`config.mk`:
```
export PLATFORM = sky130hd
export DESIGN_NAME = prog_loader
export DESIGN_NICKNAME = d
export VERILOG_FILES = /design/src/rtl/prog_loader.sv
export SDC_FILE = /design/constraint.sdc
export NUM_CORES = 1
export LEC_CHECK = 0
export CAP_MARGIN = 20
export CORE_MARGIN = 1
export CORE_UTILIZATION = 56
export CTS_CLUSTER_SIZE = 20
export DETAILED_ROUTE_END_ITERATION = 6
export PLACE_DENSITY = 0.79
export SETUP_SLACK_MARGIN = 0.3
export SLEW_MARGIN = 20
export SYNTH_ARGS = -nofsm -noshare
export SYNTH_HDL_FRONTEND = slang
export SYNTH_SLANG_ARGS = --single-unit
```
`constraint.sdc`:
```
create_clock -name clk -period 2.9 [get_ports clk]
set_input_delay 0.725 -clock clk [delete_from_list [all_inputs] [get_ports clk]]
set_output_delay 0.725 -clock clk [all_outputs]
set_load 0.005 [all_outputs]
```
`src/rtl/prog_loader.sv`:
```
// prog_loader: receives a framed program image over a byte stream and writes
// it into program memory, holding the core in reset until a good load ends.
//
// Frame: SYNC(0xA5) COUNT {HI LO}*COUNT CSUM, CSUM = mod-256 sum of COUNT,
// every HI and every LO byte.
//
// Ports
//   clk, rst            clock and synchronous active-high reset
//   in_data, in_valid   incoming byte stream
//   in_ready            byte accepted when in_valid && in_ready
//   pm_we/addr/wdata    program-memory write port (one strobe per instruction)
//   core_rst            core reset, released only after a good load
//   done                load complete, core running
//   err                 last frame rejected
module prog_loader #(
  parameter int unsigned ADDR_W  = 8,
  parameter int unsigned INSTR_W = 12,
  parameter int unsigned TIMEOUT = 1000
) (
  input  logic               clk,
  input  logic               rst,
  input  logic [7:0]         in_data,
  input  logic               in_valid,
  output logic               in_ready,
  output logic               pm_we,
  output logic [ADDR_W-1:0]  pm_addr,
  output logic [INSTR_W-1:0] pm_wdata,
  output logic               core_rst,
  output logic               done,
  output logic               err
);

  // Count width must hold both any COUNT byte and 2^ADDR_W.
  localparam int unsigned CW = (ADDR_W + 1 > 9) ? ADDR_W + 1 : 9;
  localparam int unsigned TW = $clog2(TIMEOUT + 1);
  localparam int unsigned HW = INSTR_W - 8;
  localparam logic [7:0]    SYNC  = 8'hA5;
  localparam logic [CW-1:0] MAX_N = CW'({1'b1, {ADDR_W{1'b0}}});

  typedef enum logic [2:0] {
    WAIT_SYNC, GET_COUNT, GET_HI, GET_LO, GET_CSUM, RUN, ERROR
  } state_t;

  state_t             state_q, state_d;
  logic [CW-1:0]      cnt_q, cnt_d;
  logic [ADDR_W-1:0]  idx_q, idx_d;
  logic [7:0]         sum_q, sum_d;
  logic [HW-1:0]      hi_q, hi_d;
  logic [TW-1:0]      idle_q, idle_d;
  logic               in_ready_d, pm_we_d, core_rst_d, done_d, err_d;
  logic [ADDR_W-1:0]  pm_addr_d;
  logic [INSTR_W-1:0] pm_wdata_d;
  logic               xfer, in_frame;

  // Next-state, datapath and registered-output decode.
  always_comb begin
    state_d    = state_q;
    cnt_d      = cnt_q;
    idx_d      = idx_q;
    sum_d      = sum_q;
    hi_d       = hi_q;
    idle_d     = '0;
    pm_we_d    = 1'b0;
    pm_addr_d  = pm_addr;
    pm_wdata_d = pm_wdata;
    xfer       = in_valid && in_ready;
    in_frame   = (state_q == GET_COUNT) || (state_q == GET_HI) ||
                 (state_q == GET_LO)    || (state_q == GET_CSUM);

    case (state_q)
      WAIT_SYNC: if (xfer && in_data == SYNC) state_d = GET_COUNT;
      GET_COUNT: if (xfer) begin
        if (in_data == 8'd0 || CW'(in_data) > MAX_N) begin
          state_d = ERROR;
        end else begin
          cnt_d   = CW'(in_data);
          sum_d   = in_data;
          idx_d   = '0;
          state_d = GET_HI;
        end
      end
      GET_HI: if (xfer) begin
        hi_d    = in_data[HW-1:0];
        sum_d   = sum_q + in_data;
        state_d = GET_LO;
      end
      GET_LO: if (xfer) begin
        pm_we_d    = 1'b1;
        pm_addr_d  = idx_q;
        pm_wdata_d = {hi_q, in_data};
        sum_d      = sum_q + in_data;
        idx_d      = idx_q + ADDR_W'(1);
        cnt_d      = cnt_q - CW'(1);
        state_d    = (cnt_q == CW'(1)) ? GET_CSUM : GET_HI;
      end
      GET_CSUM: if (xfer) state_d = (in_data == sum_q) ? RUN : ERROR;
      RUN:      state_d = RUN;
      ERROR:    if (xfer && in_data == SYNC) state_d = GET_COUNT;
      default:  state_d = WAIT_SYNC;
    endcase

    // Inter-byte watchdog while a frame is open.
    if (in_frame && !xfer) begin
      if (idle_q == TW'(TIMEOUT - 1)) state_d = ERROR;
      else                            idle_d  = idle_q + TW'(1);
    end

    in_ready_d = (state_d != RUN);
    core_rst_d = (state_d != RUN);
    done_d     = (state_d == RUN);
    err_d      = (state_d == ERROR);
  end

  // State and output registers.
  always_ff @(posedge clk) begin
    if (rst) begin
      state_q  <= WAIT_SYNC;
      cnt_q    <= '0;
      idx_q    <= '0;
      sum_q    <= '0;
      hi_q     <= '0;
      idle_q   <= '0;
      in_ready <= 1'b1;
      pm_we    <= 1'b0;
      pm_addr  <= '0;
      pm_wdata <= '0;
      core_rst <= 1'b1;
      done     <= 1'b0;
      err      <= 1'b0;
    end else begin
      state_q  <= state_d;
      cnt_q    <= cnt_d;
      idx_q    <= idx_d;
      sum_q    <= sum_d;
      hi_q     <= hi_d;
      idle_q   <= idle_d;
      in_ready <= in_ready_d;
      pm_we    <= pm_we_d;
      pm_addr  <= pm_addr_d;
      pm_wdata <= pm_wdata_d;
      core_rst <= core_rst_d;
      done     <= done_d;
      err      <= err_d;
    end
  end

endmodule

```
==> results by group <==
Final layout
  • Final Util: 0.733
  • ANT cells: 0
  • Share of cells above drive strength 1: 0.150
  • Nets: around 480
  • Layout fillers: roughly 450
  • Area Growth Syn to Fin: 22.5%

Timing
  • Clock skew: about 0.010 ns
  • Highest clock rate: between 0.3 and 0.4 GHz
  • Min Tclk post-route: roughly 2.5 ns
  • Final critical-path share of the clock period: 0.878
  • Fin. Hold Viols: 0
  • Final setup violation count: 0
  • Slew HR: 0.578
  • RSZ-0062 raised after global routing: yes
  • Final Max Slew Viols: 0
  • Worst slew pin tran: ~0.63 ns

CTS
  • CTS hold repair buffers: 0
  • Worst-path clk slew: about 0.080 ns
  • Clock Path Buffers: 2
  • Worst-skew pair later-pin latency: 0.33 ns
  • # H-tree levels: 3
  • Num CTS Buffers: 9
  • CTS root buf: clkbuf_8
  • # clock sinks: 66
  • CTS tree: done

Worst setup path
  • Critical Path Start Type: input pin
  • R2R Path Start: state_q[2]
  • Critical path startpoint: in_data[4]
  • Critical-path cell list: clkdlybuf4s50_1, ha_1, a21o_1, a21o_1, a211oi_2, mux2_2, a31oi_1
  • Max stage delay cell, worst path: clkdlybuf4s50_1
  • CP bufs+invs: 1
  • R2r endpoint: core_rst
  • Worst path most repeated cell: a21o_1
  • Required @ worst endpoint: approximately 3.2 ns
  • Endpoint class of the critical path: flip-flop
  • Crit path kind: in2reg
  • Reg-to-reg slack, setup: around 0.79 ns
  • Worst reg2reg path depth: 5
  • Worst Path Max Fanout: 4
  • WP data arrival: between 2 and 3 ns
  • Cell family with most CP delay: compound AO/OA/AOI/OAI gates
  • Slowest cell delay on critical path: between 0.4 and 0.5 ns

Synth
  • Post-synthesis sequential area ratio: 0.391
  • Syn Area/Cell: around 8.4 sq um
  • Largest family of logic cells by synthesized area: simple AND/OR/NAND/NOR gates
  • Syn Nets: 426
  • Top-count cell post-synth: dfxtp_1
  • Post-synthesis mux area share: 0.0300
  • Synth Flop Type: dfxtp_1
  • Ys async rst share: 0
  • Post-synth EDFFs: 0
  • Fraction of the mapped netlist area in adder cells: 0.0496
  • Synth Area in Compound Gates: 0.186
  • Synth top area share: 0.391
  • Seq cells post-synth: 66
  • Mapped Cells: 403
  • Mapped Area: ~3400 sq um
  • XOR/XNOR Fraction of Synth Area: 0.0337
  • Area leader, netlist: dfxtp_1
  • Synth Area in Simple Gates: 0.254
  • Top cells by count, synth: dfxtp_1 (66), nand2_1 (59), nor2_1 (45)
  • Syn. warnings: 0
  • Post-synth cell types: approximately 60
  • Synth top area cells: dfxtp_1 (39%), nand2_1 (6.6%), a21oi_1 (5.9%), nor2_1 (5.0%), ha_1 (4.1%)

Min path
  • Hold WC Path Type: reg2reg
  • Min-Delay Endpoint: idle_q[0]
  • WHS Path Cells: 1
  • Startpoint of the worst hold path: idle_q[0]

Power
  • PD cells: 432 nW/um^2
  • Overall power: ~1800 uW
  • Clock Power Share: 0.441
  • Combinational power share: 0.052
  • Reg power frac: 0.508
  • Pint: approximately 1400 uW
  • Sw Share: 0.234
  • P_leak: 0.00146 uW
  • Worst vdd ir: ~0.37 mV
  • P_sw: between 400 and 500 uW

Floorplan
  • Die width: between 70 and 80 um
  • FP Rows: 27
  • IO Pins: 36
  • Initial Util: 0.599
  • Die height: approximately 80 um
  • Die Area: around 6300 sq um
  • Core ar.: between 5000 and 6000 sq um

Routing
  • Post-route ant nets: 0
  • WL/cell: 14.9 um
  • Via Count: between 3000 and 4000
  • Drt total wl: ~8 mm
  • DR pass1 iterations: 4
  • DRC Markers: 0
  • Post-DR vias/cell: between 5 and 6
  • Starting DRT DRC Count: 222

Place
  • Placer congestion estimate: 0.904
  • Port buffer count: 35
  • DP Wirelength: between 5 and 6 mm

Global route
  • Largest net degree at the start of global routing: 29
  • Grt total ovfl: 0
  • Global-route wire length before repair: 12.7 mm
  • Initial antenna violation count: 0
  • Vias in the first global route: approximately 2800
  • GR Util All Layers: 0.258

Outcome
  • Status: finished, final reports clean

Job
  • Max Cap Violations: 0
## metal layers
metal / wire length (um) / global-route usage / vias to the layer above
li1: - / - / 1528
met1: 3580 / 0.322 / 1446
met2: 3840 / 0.431 / 84
met3: 361 / 0.0446 / 11
met4: 114 / 0.122 / 0
met5: 0 / 0 / -
## cells in the final DEF, fill, tap and decap left out, drive strengths merged, types with 4 or more instances in the layout
master / n
ha: 11
a21oi: 40
xnor2: 7
clkbuf: 10
nor2: 46
or3: 8
o21ai: 19
nor3b: 4
inv: 11
nand2: 59
nand4: 8
nor3: 12
a211oi: 10
dfxtp: 66
clkdlybuf4s50: 32
nand3: 10
buf: 29
mux2i: 9
or4: 6
xor2: 6
## power by group through the flow
stage | clock [uW] | sequential [uW] | combinational (uW)
6_report | 787 | 906 | 92.2
5_1_grt | 844 | 906 | 98.8
4_1_cts | 797 | 906 | 88.9
3_5_place_dp | 0 | 927 | 87.8
3_3_place_gp | 0 | 927 | 86.6
2_1_floorplan | 0 | 927 | 41.5
## cell families (layout without fill, tap and decap cells)
kind of cell	count (synthesis)	after routing
AOI/OAI and AO/OA	94	94
muxes	10	10
buffers and inverters	33	89
and+or+nand+nor	174	174
xor gates and xnor gates	13	13
adders and majority gates	13	13
DFF	66	66
## what timing repair did
action                                  CTS  global route
gates resized for setup                   2            10
endpoints found under the setup margin    2             7
buffers inserted                          0             0
pin swaps                                 0             3
## per-stage QoR
stage | instances | hold slack (ns) | setup WS (ns) | cell area [sq um] | setup TNS, ns
3_5_place_dp | 515 | 0.432 | -0.107 | 3900 | -0.202
3_3_place_gp | 515 | 0.426 | -0.0257 | 3900 | -0.0257
2_1_floorplan | 403 | 0.413 | 0.623 | 3380 | 0
5_1_grt | 531 | 0.469 | 0.275 | 4140 | 0
4_1_cts | 531 | 0.448 | 0.308 | 4110 | 0
6_report | 531 | 0.442 | 0.353 | 4140 | 0
## state kept, by name (all words and copies together) (netlist names)
name	flops
state_q	3
err	1
pm_addr	8
idx_q	8
sum_q	8
pm_wdata	12
pm_we	1
done	1
core_rst	1
idle_q	10
hi_q	4
cnt_q	9
## worst max-delay path by stage
stage	endpoint	slack [ns]	depth (start not counted)
floorplan	sum_q[7]	0.62	6
global placement	sum_q[7]	-0.03	7
detailed placement	sum_q[7]	-0.11	7
CTS	sum_q[7]	0.31	7
global route	core_rst	0.28	7
finish	sum_q[7]	0.35	7
## final cells by class
type                       instances  area (sq um)  area share
multi-input combinational        304          1900       0.459
clock buffer                      10           138      0.0333
clock inverter                     6          65.1      0.0157
tap                               72          90.1      0.0218
sequential                        66          1320       0.319
inverter                          10          37.5     0.00907
timing repair buffer              63           586       0.142
(Power assumes the default switching activity.)
